--- config.mk ---
export PLATFORM = sky130hd
export DESIGN_NAME = sa_sched
export DESIGN_NICKNAME = d
export VERILOG_FILES = /design/src/rtl/sa_sched.sv
export SDC_FILE = /design/constraint.sdc
export NUM_CORES = 1
export LEC_CHECK = 0
export BUFFER_PORTS_ARGS = -buffer_cell sky130_fd_sc_hd__buf_2
export CORE_MARGIN = 3
export CORE_UTILIZATION = 56
export DETAILED_ROUTE_END_ITERATION = 10
export GPL_ROUTABILITY_DRIVEN = 0
export PLACE_DENSITY = 0.88
export SYNTH_ARGS = -nofsm -noshare
export SYNTH_HDL_FRONTEND = slang
export SYNTH_SLANG_ARGS = --single-unit
--- constraint.sdc ---
create_clock -name clk -period 4.8 [get_ports clk]
set_input_delay 0.24 -clock clk [delete_from_list [all_inputs] [get_ports clk]]
set_output_delay 0.24 -clock clk [all_outputs]
set_load 0.02 [all_outputs]
--- src/rtl/sa_sched.sv ---
// Round-robin two-requester front end driving a bit-serial adder (one full-adder slice + carry flop).
// Optional SA_SCHED_COUT_EN: registers the final carry into cout; otherwise cout is tied low.
module sa_sched #(
    parameter int WIDTH = 4
) (
    input  logic             clk,
    input  logic             rst,
    input  logic             req0,
    input  logic [WIDTH-1:0] a0,
    input  logic [WIDTH-1:0] b0,
    input  logic             req1,
    input  logic [WIDTH-1:0] a1,
    input  logic [WIDTH-1:0] b1,
    output logic [1:0]       gnt,
    output logic             busy,
    output logic             done,
    output logic             done_id,
    output logic [WIDTH-1:0] out,
    output logic             cout
);
    localparam int CNT_W = (WIDTH > 2) ? $clog2(WIDTH) : 1;

    typedef enum logic [1:0] {IDLE, SHIFT, DONE} state_t;

    state_t           r_state, w_next;
    logic [WIDTH-1:0] r_a, r_b, r_res, r_out;
    logic [CNT_W-1:0] r_cnt;
    logic [1:0]       r_gnt;
    logic             r_carry, r_last, r_own, r_done_id;
    logic             w_start, w_win, w_sum, w_cy, w_last_bit;

    // Tie goes to whoever was not granted last; a lone requester always wins.
    assign w_win      = (req0 && req1) ? ~r_last : req1;
    assign w_start    = (r_state == IDLE) && (req0 || req1);
    assign w_sum      = r_a[0] ^ r_b[0] ^ r_carry;
    assign w_cy       = (r_a[0] & r_b[0]) | (r_a[0] & r_carry) | (r_b[0] & r_carry);
    assign w_last_bit = (r_state == SHIFT) && (r_cnt == CNT_W'(WIDTH - 1));

    always_ff @(posedge clk or negedge rst) begin
        if (!rst) r_state <= IDLE;
        else      r_state <= w_next;
    end

    always_comb begin
        w_next = r_state;
        busy   = 1'b0;
        done   = 1'b0;
        case (r_state)
            IDLE:  if (req0 || req1) w_next = SHIFT;
            SHIFT: begin
                busy = 1'b1;
                if (w_last_bit) w_next = DONE;
            end
            DONE: begin
                busy   = 1'b1;
                done   = 1'b1;
                w_next = IDLE;
            end
            default: w_next = IDLE;
        endcase
    end

    always_ff @(posedge clk or negedge rst) begin
        if (!rst) begin
            r_a       <= '0;
            r_b       <= '0;
            r_res     <= '0;
            r_out     <= '0;
            r_cnt     <= '0;
            r_gnt     <= '0;
            r_carry   <= 1'b0;
            r_last    <= 1'b1;
            r_own     <= 1'b0;
            r_done_id <= 1'b0;
        end else begin
            r_gnt <= '0;
            if (w_start) begin
                r_a     <= w_win ? a1 : a0;
                r_b     <= w_win ? b1 : b0;
                r_res   <= '0;
                r_cnt   <= '0;
                r_carry <= 1'b0;
                r_gnt   <= w_win ? 2'b10 : 2'b01;
                r_last  <= w_win;
                r_own   <= w_win;
            end else if (r_state == SHIFT) begin
                r_a     <= r_a >> 1;
                r_b     <= r_b >> 1;
                r_carry <= w_cy;
                r_res   <= {w_sum, r_res[WIDTH-1:1]};
                r_cnt   <= r_cnt + CNT_W'(1);
                if (w_last_bit) begin
                    r_out     <= {w_sum, r_res[WIDTH-1:1]};
                    r_done_id <= r_own;
                end
            end
        end
    end

`ifdef SA_SCHED_COUT_EN
    logic r_cout;

    always_ff @(posedge clk or negedge rst) begin
        if (!rst)            r_cout <= 1'b0;
        else if (w_last_bit) r_cout <= w_cy;
    end

    assign cout = r_cout;
`else
    assign cout = 1'b0;
`endif

    assign gnt     = r_gnt;
    assign out     = r_out;
    assign done_id = r_done_id;
endmodule

; Word-level counts from Yosys, hierarchy flattened
; Cells that the tools add are included.
[op_classes]
muxes = 20
n_eq_ne = 5
n_bitwise = 9
add_sub_neg = 1
n_reduce_logical = 9
[op_table]
columns = op, n
row1 = two-way mux 4 bit, 8
row2 = two-way mux 2 bit, 6
row3 = two-way mux 1 bit, 5
row4 = == test 2 bit (second input constant), 2
row5 = one-hot mux 2 bit (2 select lines), 1
row6 = bitwise AND 1 bit, 3
row7 = logical AND 1 bit, 3
row8 = AND reduction 3 bit, 1
row9 = adder 2 x 1 -> 2 bit (second input constant), 1
row10 = == test 2 x 1 -> 1 bit (second input constant), 1
row11 = zero test 2 bit, 1
row12 = != test 2 x 1 -> 1 bit (second input constant), 1
row13 = != test 2 bit (second input constant), 1
row14 = inverter 1 bit, 2
row15 = OR 1 bit, 2
row16 = AND reduction 2 bit, 1
row17 = nonzero test 2 bit, 1
row18 = OR reduction 2 bit, 1
row19 = bitwise XOR 1 bit, 2
row20 = logical OR 1 bit, 1
[word_totals]
register_bits = 26
word_cells = 55
output_inout_bits = 10

; Depth between registers and ports, before layout
; Gate-level depths: netlist of the first run.
[depth]
depth_word = 5
mapped_depth = 6
mapped_depth_nobuf = 5

; Least setup slack after synthesis of the first run
; Ideal clock, no wire load.
[synth_timing]
kind = reg2reg
start = register r_state[1]
end = register r_done_id, in the netlist done_id
arrival_time_ns = 1.459
required_time_ns = 4.675
path_slack_ns = 3.216
path_stages_with_launch = 7
synth_period_minus_slack_ns = 1.584
path_cell_list = dfrtp_1 > inv_1 > ha_1 > buf_2 > inv_2 > nor3_4 > mux2_2
[synth_via]
elab_chain_len = 4
elab_cells_between_ends = 6
[synth_lines]
columns = item, line
row1 = start: declaration, 25  ; state_t r_state, w_next;
row2 = start signal: assignment, 41  ; else r_state <= w_next;
row3 = zero test 2 bit, 34  ; assign w_start = (r_state == IDLE) && (req0 || req1);
row4 = logical AND 1 bit, 34
row5 = inverter 1 bit (no source line), --
row6 = AND reduction 3 bit (no source line) (*), --
row7 = end signal: assignment, 94  ; r_done_id <= r_own;
row8 = end: declaration, 29  ; logic r_carry, r_last, r_own, r_done_id;
; Mark *: on every way between the ends. The rest lies on a longest branch, timed or not.
; A chain may end at the register's enable or synchronous reset.

; Worst setup path after layout of the first run
; Ends and elaborated chain as after synthesis.

==> impl_metrics.env, run 1 <==
export IMPL_ys_flop_type="dfrtp_1"
export IMPL_top_layer="met4"
export IMPL_fin_area_um2=1400
export IMPL_p_int_uw=501
export IMPL_ios=30
export IMPL_comb_power_share_pct=49.3
export IMPL_cp_data_arrival_time_ps=2340
export IMPL_syn_area_um2=1230
export IMPL_fillers=152
export IMPL_wl_met3_um=136
export IMPL_met1_length_um=1110
export IMPL_mostFrequentLayoutCell="buf_2"
export IMPL_insertion_delay_ps=310
export IMPL_cts_tree="built"
export IMPL_tightest_slew_ps=659
export IMPL_crit_slowest_cell="ha_1"
export IMPL_grt_max_degree=26
export IMPL_slew_headroom_pct=56.1
export IMPL_drive_gt1_share_pct=28.4
export IMPL_total_leakage_power_nw=0.688
export IMPL_worstPathCellList="inv_1 -> ha_1 -> inv_2 -> nor3_4 -> mux2_2"
export IMPL_wl_um=2480
export IMPL_drv_slew=0
export IMPL_p_sw_uw=375
export IMPL_ir_worst_vdd_v=0.000358
export IMPL_diodes=0
export IMPL_syn_inst=116
export IMPL_fin_nets=168
export IMPL_die_y_um=52.9
export IMPL_io_buffer_count=28
export IMPL_grt_pass1_vias=903
export IMPL_max_freq_mhz=471
export IMPL_path_max_fanout=16
export IMPL_avgSynthCellArea_um2=10.6
export IMPL_fin_setup_tns_ps=0
export IMPL_cts_sinks=25
export IMPL_clock_tree_root_cell="clkbuf_4"
export IMPL_placed_area_um2=1360
export IMPL_period_share_pct=44.3
export IMPL_synth_edff_count=0
export IMPL_min_path_type="input pin to flip-flop"
export IMPL_synth_nets=142
export IMPL_ys_async_sr_fraction_pct=100
export IMPL_synth_distinct_cells=33
export IMPL_max_cap_violations=0
export IMPL_drtPass1Iterations=4
export IMPL_endpoint_kind="flip-flop"
export IMPL_wire_per_inst_um=14.7
export IMPL_num_vias=963
export IMPL_p_per_area_nw_per_um2=627
export IMPL_area_growth_pct=13.4
export IMPL_cts_buffers=3
export IMPL_finalHoldViolations=0
export IMPL_h_tree_depth=1
export IMPL_die_x_um=52.9
export IMPL_grt_use_total_pct=19.6
export IMPL_path_class="flip-flop to flip-flop"
export IMPL_yosysWarnings=0
export IMPL_grt_pass1_wl_um=4000
export IMPL_core_area_um2=2020
export IMPL_p_sw_share_pct=42.8
export IMPL_start_kind="flip-flop"
export IMPL_fin_skew_ps=3.27
export IMPL_max_stage_delay_ps=600
export IMPL_dpl_hpwl_um=1800
export IMPL_initial_core_util_pct=61.0
export IMPL_setup_viol=0
export IMPL_die_area_um2=2800
export IMPL_cts_resized=0
export IMPL_status="finished, final reports clean"
export IMPL_ys_seq_area_share_pct=50.9
export IMPL_drt_iter0_markers=33
export IMPL_cts_clk_slew_worst_paths_ps=140
export IMPL_num_rows=16
export IMPL_finalCriticalPeriod_ps=2120
export IMPL_drc=0
export IMPL_wl_met2_um=1210
export IMPL_cts_buffer_depth=2
export IMPL_via_per_inst=5.73
export IMPL_synth_seq_cells=25
export IMPL_antenna_found_initial=0
export IMPL_clkPwrFrac_pct=10.8
export IMPL_antenna_left=0
export IMPL_power_frac_seq_pct=39.9
export IMPL_rsz0062_at_grt="false"
export IMPL_final_cell_mix="buf_2 (28), dfrtp_1 (24), nand3_1 (12)"
export IMPL_cp_data_required_time_ps=5020
export IMPL_grt_ovfl_total=0
==> what timing repair did <==
| action | in CTS | in global routing |
|---|---|---|
| setup buffers | 0 | 0 |
| hold buffers | 1 | 0 |
| endpoints found under the hold margin | 24 | 0 |
==> worst max-delay path, delay by kind of cell, from the launching register on <==
family                   cells  cell delay [ps]
buffers and inverters        2              300
flip-flops                   1              420
multiplexers                 1              370
AND/OR/NAND/NOR              1              340
adder cells (fa/ha/maj)      1              600
==> routing by layer <==
| layer | track usage [%] | vias to the layer above |
|---|---|---|
| met5 | 0 | - |
| li1 | - | 452 |
| met2 | 33.5 | 33 |
| met1 | 25.4 | 474 |
| met4 | 6.81 | 0 |
| met3 | 2.54 | 4 |
==> path summary, 6_finish.rpt <==
kind / to / depth (start not counted) / startpoint / slack [ps]
max: done_id$_DFFE_PN0P_ / 5 / r_state[1]$_DFFE_PN0P_ / 2680
min: r_a[2]$_DFFE_PN0P_ / 3 / a1[2] / 170
max reg2reg: done_id$_DFFE_PN0P_ / 5 / r_state[1]$_DFFE_PN0P_ / 2680
min reg2reg: r_last$_DFFE_PN1P_ / 2 / r_last$_DFFE_PN1P_ / 500
max in group asynchronous: r_last$_DFFE_PN1P_ / 2 / rst / 4000
min in group asynchronous: r_res[2]$_DFFE_PN0P_ / 2 / rst / 420
==> cell families after synthesis <==
group	Yosys count	synth area share (%)
other cells	1	0.304
compound gates	24	13.5
flops	25	50.9
fa+ha+maj	6	6.70
xor+xnor	1	0.711
mux	9	7.82
simple gates	33	13.6
buf+inv	17	6.50
==> final cells by class <==
class / instances / area (um^2) / share of cell area, %
clock buffers: 3 / 22.5 / 1.61
clock inverters: 1 / 5.00 / 0.358
inverters: 9 / 33.8 / 2.42
multi-input cells: 74 / 526 / 37.6
flip-flops and latches: 25 / 627 / 44.9
well taps: 27 / 33.8 / 2.42
repair buffers: 29 / 150 / 10.7
==> Yosys cell counts (2+ instances only) <==
cell | instances | share of area [%]
a22o_1 | 2 | 1.4
o21a_1 | 2 | 1.2
a32o_1 | 2 | 1.6
nor2_1 | 7 | 2.1
clkbuf_1 | 2 | 0.61
ha_1 | 5 | 5.1
inv_1 | 8 | 2.4
a32oi_1 | 2 | 1.4
a31oi_1 | 4 | 2.0
dfrtp_1 | 24 | 49
o21ai_0 | 7 | 2.8
a211oi_1 | 2 | 1.2
nand2_1 | 5 | 1.5
nor3_1 | 4 | 1.6
and2_1 | 2 | 1.0
nand3_1 | 12 | 4.9
mux2_2 | 4 | 3.7
buf_2 | 4 | 1.6
mux2i_1 | 4 | 3.2
==> power by group through the flow <==
stage	Combinational, mW	Sequential [mW]	Clock (mW)
floorplan	0.312	0.370	0
global placement	0.409	0.350	0
detailed placement	0.426	0.354	0
CTS	0.433	0.349	0.0948
global route	0.476	0.359	0.104
finish	0.432	0.350	0.0947
==> flip-flops by register name, summed over array words and instances (netlist names), 2 cells and up <==
register and flops:
out 4, r_b 4, r_res 3, r_state 2, r_a 4, r_cnt 2
gnt 2
==> through the flow <==
step                setup slack (ps)  hold slack [ps]  cells  total power, mW  utilization (%)
floorplan                       3220            -55.6    116            0.681                -
global placement                2840              248    163            0.759             67.3
detailed placement              2720              262    163            0.780             67.3
CTS                             2690              172    168            0.876             69.1
global route                    2570              181    168            0.939             69.1
finish                          2680              168    168            0.877             69.1
Power figures use the tool's default switching activity.
==> inputs of run 2 (changes only) <==
--- a/config.mk
+++ b/config.mk
@@ -7,10 +7,10 @@
 export LEC_CHECK = 0
 export BUFFER_PORTS_ARGS = -buffer_cell sky130_fd_sc_hd__buf_2
 export CORE_MARGIN = 3
-export CORE_UTILIZATION = 56
+export CORE_UTILIZATION = 52
 export DETAILED_ROUTE_END_ITERATION = 10
 export GPL_ROUTABILITY_DRIVEN = 0
-export PLACE_DENSITY = 0.88
+export PLACE_DENSITY = 0.83
 export SYNTH_ARGS = -nofsm -noshare
 export SYNTH_HDL_FRONTEND = slang
 export SYNTH_SLANG_ARGS = --single-unit
==> constraint.sdc (replaced) <==
create_clock -name clk -period 2.05 [get_ports clk]
set_input_delay 0.1025 -clock clk [delete_from_list [all_inputs] [get_ports clk]]
set_output_delay 0.1025 -clock clk [all_outputs]
set_load 0.02 [all_outputs]
==> impl_metrics.env, run 2 (same netlist as run 1, synthesis figures left out) <==
export IMPL_max_stage_delay_ps=420
export IMPL_num_rows=17
export IMPL_finalCriticalPeriod_ps=1710
export IMPL_p_per_area_nw_per_um2=1490
export IMPL_start_kind="flip-flop"
export IMPL_num_vias=984
export IMPL_drv_slew=0
export IMPL_use_met3_pct=2.72
export IMPL_power_frac_seq_pct=38.6
export IMPL_path_class="flip-flop to flip-flop"
export IMPL_p_sw_share_pct=43.0
export IMPL_total_leakage_power_nw=0.699
export IMPL_cts_buffer_depth=2
export IMPL_die_area_um2=2990
export IMPL_cts_buffers=3
export IMPL_area_growth_pct=15.5
export IMPL_cts_setup_buffers=0
export IMPL_grt_pass1_vias=966
export IMPL_period_share_pct=83.5
export IMPL_antenna_found_initial=0
export IMPL_min_path_type="input pin to flip-flop"
export IMPL_grt_pass1_wl_um=4310
export IMPL_ios=30
export IMPL_drt_iter0_markers=18
export IMPL_antenna_left=0
export IMPL_grtUsageMet1_pct=25.7
export IMPL_cts_resized=0
export IMPL_crit_slowest_cell="dfrtp_1"
export IMPL_grt_max_degree=26
export IMPL_comb_power_share_pct=50.3
export IMPL_status="finished, final reports clean"
export IMPL_grt_met2_usage_pct=34.6
export IMPL_slew_headroom_pct=63.1
export IMPL_fin_area_um2=1420
export IMPL_cp_data_required_time_ps=2280
export IMPL_diodes=0
export IMPL_mostFrequentLayoutCell="buf_2"
export IMPL_grt_use_total_pct=20.5
export IMPL_crit_family="flip-flops"
export IMPL_cts_sinks=25
export IMPL_fin_nets=171
export IMPL_final_cell_mix="buf_2 (28), dfrtp_1 (24), nand3_1 (12)"
export IMPL_ir_worst_vdd_v=0.000947
export IMPL_endpoint_kind="flip-flop"
export IMPL_dpl_hpwl_um=2010
export IMPL_wl_um=2710
export IMPL_via_per_inst=5.72
export IMPL_io_buffer_count=28
export IMPL_grt_busiest_layer="met2"
export IMPL_fin_setup_tns_ps=0
export IMPL_p_int_mw=1.21
export IMPL_tightest_slew_ps=554
export IMPL_die_x_um=54.7
export IMPL_drive_gt1_share_pct=29.9
export IMPL_drc=0
export IMPL_max_freq_mhz=584
export IMPL_clkPwrFrac_pct=11.1
export IMPL_crit_buf_inv=1
export IMPL_worstPathCellList="inv_1 -> ha_1 -> o21a_1 -> nor3_4 -> mux2_2"
export IMPL_wire_per_inst_um=15.8
export IMPL_p_sw_uw=914
export IMPL_clock_tree_root_cell="clkbuf_4"
export IMPL_path_max_fanout=8
export IMPL_insertion_delay_ps=340
export IMPL_rsz0062_at_grt="false"
export IMPL_core_area_um2=2230
export IMPL_drtPass1Iterations=4
export IMPL_fin_skew_ps=18.5
export IMPL_max_cap_violations=0
export IMPL_cts_tree="built"
export IMPL_grt_ovfl_total=0
export IMPL_cts_clk_slew_worst_paths_ps=150
export IMPL_h_tree_depth=1
export IMPL_die_y_um=54.7
export IMPL_finalHoldViolations=0
export IMPL_setup_viol=0
export IMPL_initial_core_util_pct=55.2
export IMPL_placed_area_um2=1380
export IMPL_cp_data_arrival_time_ps=1940
-- run 2: cell types whose count changed in the layout (fill, tap and decap cells not counted), sizes merged --
cell	change
clkinv	-1
buf	+3
clkinvlp	+1
-- run 2: routing by layer --
layer	part of all wire, %	up-vias
met5	0	-
met3	5.1	5
met2	50	31
met1	43	486
li1	-	462
met4	1.7	0
-- run 2: power by group through the flow --
stage          Clock, mW  Sequential [mW]  Combinational (mW)
5_1_grt            0.244            0.846                1.19
4_1_cts            0.235            0.818                1.07
6_report           0.236            0.819                1.07
2_1_floorplan          0            0.866               0.730
3_5_place_dp           0            0.828                1.06
3_3_place_gp           0            0.815                1.02
-- run 2: cell type report --
cell class	instances	area, um^2
Clock inverter	1	7.51
Inverter	9	33.8
Clock buffer	3	22.5
Sequential cell	25	627
Multi-Input combinational cell	74	526
Fill cell	192	810
Timing Repair Buffer	32	173
Tap cell	28	35.0
-- run 2: metrics by stage --
step / cells / hold slack (ps) / total power, mW / utilization, % / setup WS, ps
floorplan: 116 / -193 / 1.60 / - / 466
global placement: 167 / 114 / 1.83 / 62.0 / 451
detailed placement: 167 / 121 / 1.89 / 62.0 / 373
CTS: 172 / 12.6 / 2.12 / 63.8 / 345
global route: 172 / 29.2 / 2.28 / 63.8 / 201
finish: 172 / 13.3 / 2.12 / 63.8 / 338
-- run 2: worst paths after layout --
check / slack (ps) / cells past startpoint / start / to
worst max-delay path: 340 / 5 / r_state[0]$_DFFE_PN0P_ / out[0]$_DFFE_PN0P_
worst min-delay path: 10 / 3 / b1[2] / r_b[2]$_DFFE_PN0P_
worst max register to register: 340 / 5 / r_state[0]$_DFFE_PN0P_ / out[0]$_DFFE_PN0P_
worst min register to register: 510 / 2 / r_last$_DFFE_PN1P_ / r_last$_DFFE_PN1P_
max in group asynchronous: 1400 / 2 / rst / gnt[0]$_DFF_PN0_
min in group asynchronous: 270 / 2 / rst / r_carry$_DFFE_PN0P_
-- run 2: timing repair --
| item | 4_1_cts | 5_1_grt |
|---|---|---|
| hold buffers | 1 | 0 |
| setup endpoints to repair | 0 | 0 |
| endpoints found under the hold margin | 24 | 0 |
-- run 2: worst reg2reg max path, stage by stage (launching register included) --
cell     delay [ps]
dfrtp_1         420
inv_1           100
ha_1            220
o21a_1          220
nor3_4          280
mux2_2          370
